--- src/rtl/circ_buffer_ctrl_pkg.sv ---
// channelizer_pkg: shared state encoding, size defaults and the power-of-2
// size check used by circ_buffer_ctrl and its sub-modules.
package channelizer_pkg;

  typedef enum logic [1:0] {
    S_IDLE  = 2'd0,
    S_RUN   = 2'd1,
    S_DRAIN = 2'd2
  } state_e;

  localparam int MIN_FFT_SIZE_DEFAULT = 8;

  // True when value has exactly one bit set.
  function automatic logic is_pow2(input logic [31:0] value);
    return (value != 32'd0) && ((value & (value - 32'd1)) == 32'd0);
  endfunction

endpackage

--- src/rtl/circ_buffer_ctrl_if.sv ---
// circ_buffer_ctrl_if: raw sample stream in, sequenced stream out.
// slave is the controller's view, master is the driving/receiving environment.
interface circ_buffer_ctrl_if #(
  parameter int DATA_WIDTH = 32
);
  logic                  s_axis_tvalid;
  logic [DATA_WIDTH-1:0] s_axis_tdata;
  logic                  s_axis_tready;
  logic                  m_axis_tvalid;
  logic [DATA_WIDTH-1:0] m_axis_tdata;
  logic                  m_axis_tlast;
  logic                  m_axis_tready;

  modport slave (
    input  s_axis_tvalid, s_axis_tdata, m_axis_tready,
    output s_axis_tready, m_axis_tvalid, m_axis_tdata, m_axis_tlast
  );

  modport master (
    output s_axis_tvalid, s_axis_tdata, m_axis_tready,
    input  s_axis_tready, m_axis_tvalid, m_axis_tdata, m_axis_tlast
  );
endinterface

--- src/rtl/circ_buffer_ctrl_skid.sv ---
// axis_skid_buf: 2-entry registered skid buffer. Output comes straight from the
// head register (1-cycle latency); in_ready is a flop computed from the next
// occupancy, so there is no combinational path from out_ready to in_ready.
module axis_skid_buf
  import channelizer_pkg::*;
#(
  parameter int WIDTH = 8
) (
  input  logic             clk,
  input  logic             sync_reset,
  input  logic             in_valid,
  input  logic [WIDTH-1:0] in_data,
  output logic             in_ready,
  output logic             out_valid,
  output logic [WIDTH-1:0] out_data,
  input  logic             out_ready
);

  logic [1:0]       count_r;
  logic [1:0]       count_nxt_s;
  logic [WIDTH-1:0] head_r;
  logic [WIDTH-1:0] tail_r;
  logic             ready_r;
  logic             push_s;
  logic             pop_s;

  assign push_s = in_valid & ready_r;
  assign pop_s  = (count_r != 2'd0) & out_ready;

  // Occupancy after this edge's push and pop.
  always_comb begin
    count_nxt_s = count_r;
    if (push_s && !pop_s) begin
      count_nxt_s = count_r + 2'd1;
    end else if (pop_s && !push_s) begin
      count_nxt_s = count_r - 2'd1;
    end else begin
      count_nxt_s = count_r;
    end
  end

  // Storage update; ready only while the buffer will have a free slot.
  always_ff @(posedge clk) begin
    if (sync_reset) begin
      count_r <= 2'd0;
      head_r  <= '0;
      tail_r  <= '0;
      ready_r <= 1'b0;
    end else begin
      count_r <= count_nxt_s;
      ready_r <= (count_nxt_s < 2'd2);
      case (count_r)
        2'd0: if (push_s) head_r <= in_data;
        2'd1: begin
          if (push_s && pop_s) head_r <= in_data;
          else if (push_s)     tail_r <= in_data;
        end
        2'd2: if (pop_s) head_r <= tail_r;
        default: ;
      endcase
    end
  end

  assign in_ready  = ready_r;
  assign out_valid = (count_r != 2'd0);
  assign out_data  = head_r;

endmodule

--- src/rtl/circ_buffer_ctrl.sv ---
// circ_buffer_ctrl: tags each accepted sample with its phase within the
// current half-frame and tlast at the half boundary, and defers size changes
// until both halves of the circular buffer are complete.
// Optional: define CIRC_CTRL_FRAME_CNT_EN to add the frame_cnt output.
// fft_size reports the size of the beats currently leaving the block: it
// switches when the first-size-boundary beat is accepted downstream.
module circ_buffer_ctrl
  import channelizer_pkg::*;
#(
  parameter int DATA_WIDTH     = 32,
  parameter int FFT_SIZE_WIDTH = 12,
  parameter int MIN_FFT_SIZE   = MIN_FFT_SIZE_DEFAULT
) (
  input  logic                      clk,
  input  logic                      sync_reset,
  circ_buffer_ctrl_if.slave         bus,
  input  logic [FFT_SIZE_WIDTH-1:0] cfg_fft_size,
  input  logic                      cfg_wr,
  output logic                      cfg_err,
  output logic [FFT_SIZE_WIDTH-2:0] phase,
  output logic [FFT_SIZE_WIDTH-1:0] fft_size,
`ifdef CIRC_CTRL_FRAME_CNT_EN
  output logic [31:0]               frame_cnt,
`endif
  output logic                      busy
);

  localparam int PW     = FFT_SIZE_WIDTH - 1;
  localparam int SKID_W = DATA_WIDTH + FFT_SIZE_WIDTH + 1;
  localparam logic [FFT_SIZE_WIDTH-1:0] MIN_SIZE = FFT_SIZE_WIDTH'(MIN_FFT_SIZE);
  localparam logic [FFT_SIZE_WIDTH-1:0] MAX_SIZE = {1'b1, {(FFT_SIZE_WIDTH-1){1'b0}}};

  state_e                    state_r;
  logic [FFT_SIZE_WIDTH-1:0] fft_size_r;
  logic [FFT_SIZE_WIDTH-1:0] shadow_r;
  logic [FFT_SIZE_WIDTH-1:0] fft_size_out_r;
  logic [PW-1:0]             phase_r;
  logic [PW-1:0]             half_m1_s;
  logic                      side_r;
  logic                      busy_r;
  logic                      cfg_err_r;
  logic                      cfg_ok_s;
  logic                      in_xfer_s;
  logic                      last_s;
  logic                      apply_s;
  logic                      skid_ready_s;
  logic                      skid_valid_s;
  logic                      out_xfer_s;
  logic                      out_mark_s;
  logic [SKID_W-1:0]         skid_in_s;
  logic [SKID_W-1:0]         skid_out_s;

  assign cfg_ok_s  = is_pow2(32'(cfg_fft_size)) && (cfg_fft_size >= MIN_SIZE) &&
                     (cfg_fft_size <= MAX_SIZE);
  assign bus.s_axis_tready = skid_ready_s & (state_r != S_IDLE);
  assign in_xfer_s = bus.s_axis_tvalid & bus.s_axis_tready;
  assign half_m1_s = fft_size_r[FFT_SIZE_WIDTH-1:1] - PW'(1);
  assign last_s    = (phase_r == half_m1_s);
  // The beat that closes the second half while a resize is pending.
  assign apply_s   = (state_r == S_DRAIN) & last_s & side_r;
  assign skid_in_s = {apply_s, last_s, phase_r, bus.s_axis_tdata};

  axis_skid_buf #(.WIDTH(SKID_W)) u_skid (
    .clk        (clk),
    .sync_reset (sync_reset),
    .in_valid   (in_xfer_s),
    .in_data    (skid_in_s),
    .in_ready   (skid_ready_s),
    .out_valid  (skid_valid_s),
    .out_data   (skid_out_s),
    .out_ready  (bus.m_axis_tready)
  );

  assign bus.m_axis_tvalid = skid_valid_s;
  assign bus.m_axis_tdata  = skid_out_s[DATA_WIDTH-1:0];
  assign phase             = skid_out_s[DATA_WIDTH +: PW];
  assign bus.m_axis_tlast  = skid_out_s[DATA_WIDTH+PW];
  assign out_mark_s        = skid_out_s[DATA_WIDTH+PW+1];
  assign out_xfer_s        = skid_valid_s & bus.m_axis_tready;

  // Control FSM: config acceptance, phase/side sequencing, deferred resize.
  always_ff @(posedge clk) begin
    if (sync_reset) begin
      state_r        <= S_IDLE;
      fft_size_r     <= '0;
      shadow_r       <= '0;
      fft_size_out_r <= '0;
      phase_r        <= '0;
      side_r         <= 1'b0;
      busy_r         <= 1'b0;
      cfg_err_r      <= 1'b0;
    end else begin
      cfg_err_r <= cfg_wr & ~cfg_ok_s;
      if (out_xfer_s && out_mark_s) fft_size_out_r <= fft_size_r;
      case (state_r)
        S_IDLE: begin
          if (cfg_wr && cfg_ok_s) begin
            fft_size_r     <= cfg_fft_size;
            fft_size_out_r <= cfg_fft_size;
            phase_r        <= '0;
            side_r         <= 1'b0;
            state_r        <= S_RUN;
          end
        end
        S_RUN: begin
          if (in_xfer_s) begin
            phase_r <= last_s ? '0 : phase_r + PW'(1);
            side_r  <= side_r ^ last_s;
          end
          if (cfg_wr && cfg_ok_s) begin
            shadow_r <= cfg_fft_size;
            busy_r   <= 1'b1;
            state_r  <= S_DRAIN;
          end
        end
        S_DRAIN: begin
          if (in_xfer_s && apply_s) begin
            fft_size_r <= shadow_r;
            phase_r    <= '0;
            side_r     <= 1'b0;
            // A write landing on the applying beat queues against the new size.
            if (cfg_wr && cfg_ok_s) begin
              shadow_r <= cfg_fft_size;
            end else begin
              busy_r  <= 1'b0;
              state_r <= S_RUN;
            end
          end else begin
            if (in_xfer_s) begin
              phase_r <= last_s ? '0 : phase_r + PW'(1);
              side_r  <= side_r ^ last_s;
            end
            if (cfg_wr && cfg_ok_s) shadow_r <= cfg_fft_size;
          end
        end
        default: begin
          state_r <= S_IDLE;
          busy_r  <= 1'b0;
        end
      endcase
    end
  end

`ifdef CIRC_CTRL_FRAME_CNT_EN
  logic [31:0] frame_cnt_r;

  // Count downstream tlast beats; restart on every applied size.
  always_ff @(posedge clk) begin
    if (sync_reset) begin
      frame_cnt_r <= 32'd0;
    end else if ((state_r == S_IDLE) && cfg_wr && cfg_ok_s) begin
      frame_cnt_r <= 32'd0;
    end else if (out_xfer_s && out_mark_s) begin
      frame_cnt_r <= 32'd0;
    end else if (out_xfer_s && bus.m_axis_tlast) begin
      frame_cnt_r <= frame_cnt_r + 32'd1;
    end
  end

  assign frame_cnt = frame_cnt_r;
`endif

  assign cfg_err  = cfg_err_r;
  assign fft_size = fft_size_out_r;
  assign busy     = busy_r;

endmodule

--- src/flat_wrapper.sv ---
// flat-port wrapper written by rule: the top's interface ports become plain ports
module circ_buffer_ctrl_flat import channelizer_pkg::*;
#(
  parameter int DATA_WIDTH     = 32,
  parameter int FFT_SIZE_WIDTH = 12,
  parameter int MIN_FFT_SIZE   = MIN_FFT_SIZE_DEFAULT
)
  (clk, sync_reset, cfg_fft_size, cfg_wr, cfg_err, phase, fft_size, busy, bus_s_axis_tvalid, bus_s_axis_tdata, bus_m_axis_tready, bus_s_axis_tready, bus_m_axis_tvalid, bus_m_axis_tdata, bus_m_axis_tlast);
  circ_buffer_ctrl_if #(.DATA_WIDTH(DATA_WIDTH)) bus_i ();
  input  logic clk;
  input  logic sync_reset;
  input  logic [FFT_SIZE_WIDTH-1:0] cfg_fft_size;
  input  logic cfg_wr;
  output logic cfg_err;
  output logic [FFT_SIZE_WIDTH-2:0] phase;
  output logic [FFT_SIZE_WIDTH-1:0] fft_size;
  output logic busy;
  input wire logic [$bits(bus_i.s_axis_tvalid)-1:0] bus_s_axis_tvalid;
  input wire logic [$bits(bus_i.s_axis_tdata)-1:0] bus_s_axis_tdata;
  input wire logic [$bits(bus_i.m_axis_tready)-1:0] bus_m_axis_tready;
  output wire logic [$bits(bus_i.s_axis_tready)-1:0] bus_s_axis_tready;
  output wire logic [$bits(bus_i.m_axis_tvalid)-1:0] bus_m_axis_tvalid;
  output wire logic [$bits(bus_i.m_axis_tdata)-1:0] bus_m_axis_tdata;
  output wire logic [$bits(bus_i.m_axis_tlast)-1:0] bus_m_axis_tlast;
  assign bus_i.s_axis_tvalid = bus_s_axis_tvalid;
  assign bus_i.s_axis_tdata = bus_s_axis_tdata;
  assign bus_i.m_axis_tready = bus_m_axis_tready;
  assign bus_s_axis_tready = bus_i.s_axis_tready;
  assign bus_m_axis_tvalid = bus_i.m_axis_tvalid;
  assign bus_m_axis_tdata = bus_i.m_axis_tdata;
  assign bus_m_axis_tlast = bus_i.m_axis_tlast;
  circ_buffer_ctrl #(.DATA_WIDTH(DATA_WIDTH), .FFT_SIZE_WIDTH(FFT_SIZE_WIDTH), .MIN_FFT_SIZE(MIN_FFT_SIZE)) u_core (.clk(clk), .sync_reset(sync_reset), .bus(bus_i), .cfg_fft_size(cfg_fft_size), .cfg_wr(cfg_wr), .cfg_err(cfg_err), .phase(phase), .fft_size(fft_size), .busy(busy));
endmodule
--- config.mk ---
export PLATFORM = sky130hd
export DESIGN_NAME = circ_buffer_ctrl_flat
export DESIGN_NICKNAME = d
export VERILOG_FILES = /design/src/rtl/circ_buffer_ctrl_pkg.sv /design/src/rtl/circ_buffer_ctrl_if.sv /design/src/rtl/circ_buffer_ctrl_skid.sv /design/src/rtl/circ_buffer_ctrl.sv /design/src/flat_wrapper.sv
export SDC_FILE = /design/constraint.sdc
export NUM_CORES = 1
export LEC_CHECK = 0
export CAP_MARGIN = 40
export CORE_MARGIN = 2
export CORE_UTILIZATION = 50
export DETAILED_ROUTE_END_ITERATION = 7
export PLACE_DENSITY = 0.75
export SYNTH_ARGS = -nofsm -noshare
export SYNTH_HDL_FRONTEND = slang
export SYNTH_SLANG_ARGS = --single-unit
--- constraint.sdc ---
create_clock -name clk -period 3.97 [get_ports clk]
set_clock_uncertainty 0.05 [all_clocks]
set_input_delay 0.397 -clock clk [delete_from_list [all_inputs] [get_ports clk]]
set_output_delay 0.397 -clock clk [all_outputs]
set_load 0.1 [all_outputs]
Word-level counts from Yosys, hierarchy flattened
Cells that the tools add are included.

Mux-type cells: 30. Eq/ne operators: 12. Add/sub/neg operators: 5. Magnitude comparators: 3. Bitwise operators: 12. Reductions and logical operators: 28.

Operators with widths (count): $mux W45 (3); $pmux W45 S3 (1); $mux W12 (5); $mux W11 (4); $pmux W11 S3 (1); $and A12 B32 Y32 (1); $logic_not A32 Y1 (1); $pmux W12 S2 (1); $sub A12 B1 Y13 const B (1); $ge A12 B4 Y1 const B (1); $le A12 B12 Y1 const B (1); $mux W2 (6); $reduce_and A4 Y1 (3); $reduce_bool A12 Y1 (1); $add A11 B1 Y11 const B (1); $eq A11 B11 Y1 (1); $sub A11 B1 Y11 const B (1); $logic_and A1 B1 Y1 (9); $ne A2 B2 Y1 const B (4); $and A1 B1 Y1 (7); $mux W1 (6); $ne A2 B1 Y1 const B (3); $pmux W1 S3 (2); $pmux W2 S3 (1); 14 further kinds (25).

Input port bits: 49. Bits in registers: 145. Output and inout port bits: 60.

Logic depth before layout (Yosys ltp)
Depth after elaboration: 10. Depth in mapped cells: 11. Depth with buffers taken out: 10.

Modules after synthesis
A second synthesis with hierarchy kept.

Cells, all modules: 814. Area, all modules: 7464.7 µm².

By module, submodules not included: axis_skid_buf (instances 1, cells an instance 470, area an instance 4488.1 µm²); circ_buffer_ctrl (instances 1, cells an instance 344, area an instance 2976.6 µm²).

Worst setup path after synthesis
No wires, ideal clock.

Kind: reg2reg. From: reg u_core.state_r[0]. To: reg u_core.u_skid.head_r[0] (netlist: u_core.u_skid.out_data[0]). Stages on the path, launching flop included: 12. Arrival: 3778 ps. Buffers on the path: 1. Setup slack: 57 ps. Clock period less this slack: 3913 ps. Cell sequence: dfxtp_1 inv_1 ha_1 nor2b_1 nand2_1 inv_1 ha_1 nor2b_1 nor3_1 clkbuf_1 nor2_1 a211oi_1.

Cells in the longest elaborated chain, start to end: 7. Elaborated cells on any way between the ends: 8.

RTL lines: start, declared (RTL line circ_buffer_ctrl.sv:33) `state_e state_r;`; start signal, assigned (RTL line circ_buffer_ctrl.sv:84) `state_r <= S_IDLE;`; start signal, assigned (RTL line circ_buffer_ctrl.sv:102) `state_r <= S_RUN;`; start signal, assigned (RTL line circ_buffer_ctrl.sv:113) `state_r <= S_DRAIN;`; $reduce_bool A2 Y1 * (RTL line circ_buffer_ctrl.sv:55) `assign bus.s_axis_tready = skid_ready_s & (state_r != S_IDLE);`; $and A1 B1 Y1 * (RTL line circ_buffer_ctrl.sv:55); via bus_s_axis_tready (RTL line flat_wrapper.sv:21) `output wire logic [$bits(bus_i.s_axis_tready)-1:0] bus_s_axis_tready;`; $and A1 B1 Y1 * (RTL line circ_buffer_ctrl.sv:56) `assign in_xfer_s = bus.s_axis_tvalid & bus.s_axis_tready;`; $and A1 B1 Y1 * (RTL line circ_buffer_ctrl_skid.sv:27) `assign push_s = in_valid & ready_r;`; $logic_and A1 B1 Y1 (RTL line circ_buffer_ctrl_skid.sv:55) `if (push_s && pop_s) head_r <= in_data;`; $ne A2 B2 Y1 (no source line); $reduce_and A4 Y1 (no source line) *; end signal, assigned (RTL line circ_buffer_ctrl_skid.sv:53) `2'd0: if (push_s) head_r <= in_data;`; end signal, assigned (RTL line circ_buffer_ctrl_skid.sv:55); end signal, assigned (RTL line circ_buffer_ctrl_skid.sv:58) `2'd2: if (pop_s) head_r <= tail_r;`; end, declared (RTL line circ_buffer_ctrl_skid.sv:21) `logic [WIDTH-1:0] head_r;`.

The timed path passes the listed nets; every way through them passes the cells marked *. A chain may end at the register's enable or synchronous reset.

Worst setup path after layout
From: reg u_core.fft_size_r[1]. To: reg u_core.fft_size_r[1].

Cells in the longest elaborated chain, start to end: 7.

RTL lines: start, declared (RTL line circ_buffer_ctrl.sv:34) `logic [FFT_SIZE_WIDTH-1:0] fft_size_r;`; start signal, assigned (RTL line circ_buffer_ctrl.sv:98) `fft_size_r <= cfg_fft_size;`; start signal, assigned (RTL line circ_buffer_ctrl.sv:118) `fft_size_r <= shadow_r;`; $sub A11 B1 Y11 (RTL line circ_buffer_ctrl.sv:57) `assign half_m1_s = fft_size_r[FFT_SIZE_WIDTH-1:1] - PW'(1);`; $eq A11 B11 Y1 (RTL line circ_buffer_ctrl.sv:58) `assign last_s = (phase_r == half_m1_s);`; $and A1 B1 Y1 (2 in series) (RTL line circ_buffer_ctrl.sv:60) `assign apply_s = (state_r == S_DRAIN) & last_s & side_r;`; $logic_and A1 B1 Y1 (RTL line circ_buffer_ctrl.sv:117) `if (in_xfer_s && apply_s) begin`; $ne A2 B2 Y1 (no source line); $reduce_and A3 Y1 (no source line).

Every way passes these cells.

==> qor.yml <==
cp_slowest_cell: "or4_1"
cts_resized: 0
slew_violations: 0
drt_iter0_drc: 526
hpwl_um: 12100
hold_class: "flip-flop to flip-flop"
synth-edff-count: 0
combPwrFrac_pct: 16.4
cts_max_level: 4
cp.arrival_ns: 3.45
ys_seq_area_share_pct: 41.9
path_cells: "inv_1 -> ha_1 -> nor2b_1 -> or3_1 -> a31oi_1 -> o31ai_1 -> or4_1 -> a22o_4 -> a211oi_1 -> a211oi_1"
nNetsFinal: 966
internal_power_mw: 2.72
grt_max_degree: 91
core_um2: 13400
layoutNonFillerInstCount: 1092
io-pin-count: 109
drc: 0
switching_share_pct: 28.1
path_delay_family: "compound AO/OA/AOI/OAI gates"
startpoint_type: "flip-flop"
root_buffer: "clkbuf_16"
dieArea_um2: 14800
synth_area_um2: 6920
timing.critical_path.mode_cell: "a211oi_1"
clock_sinks: 145
yosys.cell_count.top_type: "dfxtp_1"
grt_usage_pct: 25.1
start_util_pct: 51.7
async_reset_ff_share_pct: 0
syn_avg_cell_area_um2: 8.57
yosys_warnings: 0
status: "complete, no violations"
post-cts-setup-buffers: 0
area_delta_synth_final_pct: 35.7
synth_compound_area_share_pct: 15.4
synth_top_family_by_area: "simple AND/OR/NAND/NOR gates"
grt.overflow.total: 0
synth-seq-cells: 145
hold_slack_ns: 0.405
min_period_ns: 3.21
slowest_delay_ns: 0.59
ant_nets: 0
grt_pass1_wl_um: 29500
cts_made_buffers: 17
worstSetupPathType: "flip-flop to flip-flop"
rows: 42
ys_top_cells_by_count: "dfxtp_1, nand2_1, nor2_1, a21oi_1, mux2i_1"
post-place-cells: 1060
maxCapViolCount: 0
dpl_cell_area_um2: 8790
netlist_top_cells_area: "dfxtp_1, mux2i_1, a211oi_1"
synth_top_cell_area_share_pct: 41.9
cts_tree: "done"
crit_required_ns: 4.21
grt_pass1_vias: 5991
clkPwrFrac_pct: 43.7
routed_wl_um: 18100
antenna_found_initial: 0
crit_buf_inv: 1
power.switching_mw: 1.06
portBuffers: 108
synthXorXnorAreaFrac_pct: 2.91
synthCells: 808
clk_latency_ns: 0.43
synth_top_cell_by_area: "dfxtp_1"
critPathMaxFanout: 24
sequentialPowerShare_pct: 39.9
finish.instance_area_um2: 9390
final_core_util_pct: 70.1
worst_pin_slew_ns: 0.867
fp.dieW_um: 122
rsz0062_at_grt: "no"
syn_nets: 871
clk_path_buf_depth: 2
synth_fa_ha_area_share_pct: 2.53
fin_setup_tns_ns: 0
n_antenna_cell: 0
viasPerCell: 5.63
die_h_um: 122
vias: 6146
power_density_nw_per_um2: 403
gp_congestion: 0.813
critPathCaptureType: "flip-flop"
final-hold-violation-count: 0
vdd_drop_max_mv: 0.227
dr.pass1.iters: 6
max_freq_mhz: 312
post-route-period-util_pct: 80.7
layout-drive-gt1-share_pct: 13.3
clk_pin_slew_ns: 0.06
wire_per_inst_um: 16.5
yosysUniqueCellTypes: 53
setup_viol: 0
maxSlewHeadroom_pct: 42.2
ys.flop_type: "dfxtp_1"
leakagePower_nw: 3.30
cts_hold_buffers: 0
synthMuxAreaShare_pct: 9.27
synthSimpleGateAreaFrac_pct: 19.2
## sequential cells by signal, indices dropped and copies added, names as in the netlist, 2 cells and up
register / cells
u_core.u_skid.out_data: 45
u_core.u_skid.tail_r: 45
u_core.fft_size: 12
u_core.fft_size_r: 12
u_core.shadow_r: 12
u_core.phase_r: 11
u_core.state_r: 2
u_core.u_skid.count_r: 2
## tightest hold or removal path, stage by stage, from the launching register on
cell     delay [ns]
dfxtp_1        0.31
nand2_1        0.05
a21oi_1        0.05
## power by group through the flow
stage / clock (mW) / sequential (mW) / combinational [mW]
floorplan: 0 / 1.54 / 0.379
detailed placement: 0 / 1.54 / 0.616
CTS: 1.67 / 1.51 / 0.622
global route: 1.73 / 1.51 / 0.648
finish: 1.65 / 1.51 / 0.621
global placement: 0 / 1.54 / 0.493
## path summary, 6_finish.rpt
check                                        start                                    end  slack [ns]  depth (start not counted)
max              u_core.fft_size_r[1]$_SDFFE_PP0P_      u_core.fft_size_r[1]$_SDFFE_PP0P_        0.76                         10
min          u_core.u_skid.tail_r[17]$_SDFFE_PP0P_  u_core.u_skid.tail_r[17]$_SDFFE_PP0P_        0.41                          2
max reg2reg      u_core.fft_size_r[1]$_SDFFE_PP0P_      u_core.fft_size_r[1]$_SDFFE_PP0P_        0.76                         10
min reg2reg  u_core.u_skid.tail_r[17]$_SDFFE_PP0P_  u_core.u_skid.tail_r[17]$_SDFFE_PP0P_        0.41                          2
## layer usage
layer	up-vias	wire [um]	share of wire [%]	global-route usage (%)
met5	-	0	0	0
met4	0	451	2.5	9.27
met3	45	1050	5.8	5.81
met2	246	9190	51	45.3
met1	2902	7360	41	29.0
li1	2953	-	-	-
## stage by stage
| step | total power, mW | worst slack, ns |
|---|---|---|
| floorplan | 1.92 | 0.0565 |
| global placement | 2.03 | 0.558 |
| detailed placement | 2.16 | 0.406 |
| CTS | 3.80 | 0.799 |
| global route | 3.89 | 0.595 |
| finish | 3.79 | 0.765 |
## cell families (layout without fill, tap and decap cells)
kind of cell / after synthesis / in the layout
simple gates: 286 / 286
compound gates: 162 / 162
flops: 145 / 145
buf+inv: 114 / 222
mux: 64 / 64
xor+xnor: 23 / 23
fa+ha+maj: 14 / 14
## placed cells by master (no fill, tap or decap), types with 3 or more instances in the layout
cell             netlist  final
dfxtp_1              145    145
nand2_1              121    121
clkdlybuf4s50_1        0    107
nor2_1                82     82
a21oi_1               63     63
mux2i_1               63     63
a211oi_1              61     61
buf_8                  0     50
clkbuf_16              0     17
xnor2_1               15     15
inv_1                 14     14
nand3_1               14     14
ha_1                  14     13
nor2b_1               11     11
nor3_2                10     11
nor3_1                12     11
buf_16                 0     10
o21ai_0                8      8
xor2_1                 8      8
and3_1                 8      8
a31o_1                 8      8
buf_4                 43      7
inv_6                  0      5
nor4_1                 4      4
nand4_1                4      4
clkinv_4               0      4
or2_2                  3      3
nand4b_1               3      3
a31oi_1                3      3
bufinv_16              0      3
## cell type report
type,instances,area [um2]
Fill cell,937,4010
Multi-Input combinational cell,549,3420
Sequential cell,145,2900
Timing Repair Buffer,176,2190
Clock buffer,19,433
Tap cell,176,220
Clock inverter,13,174
Inverter,14,52.6
No activity file was read; power rests on OpenSTA's default activity.
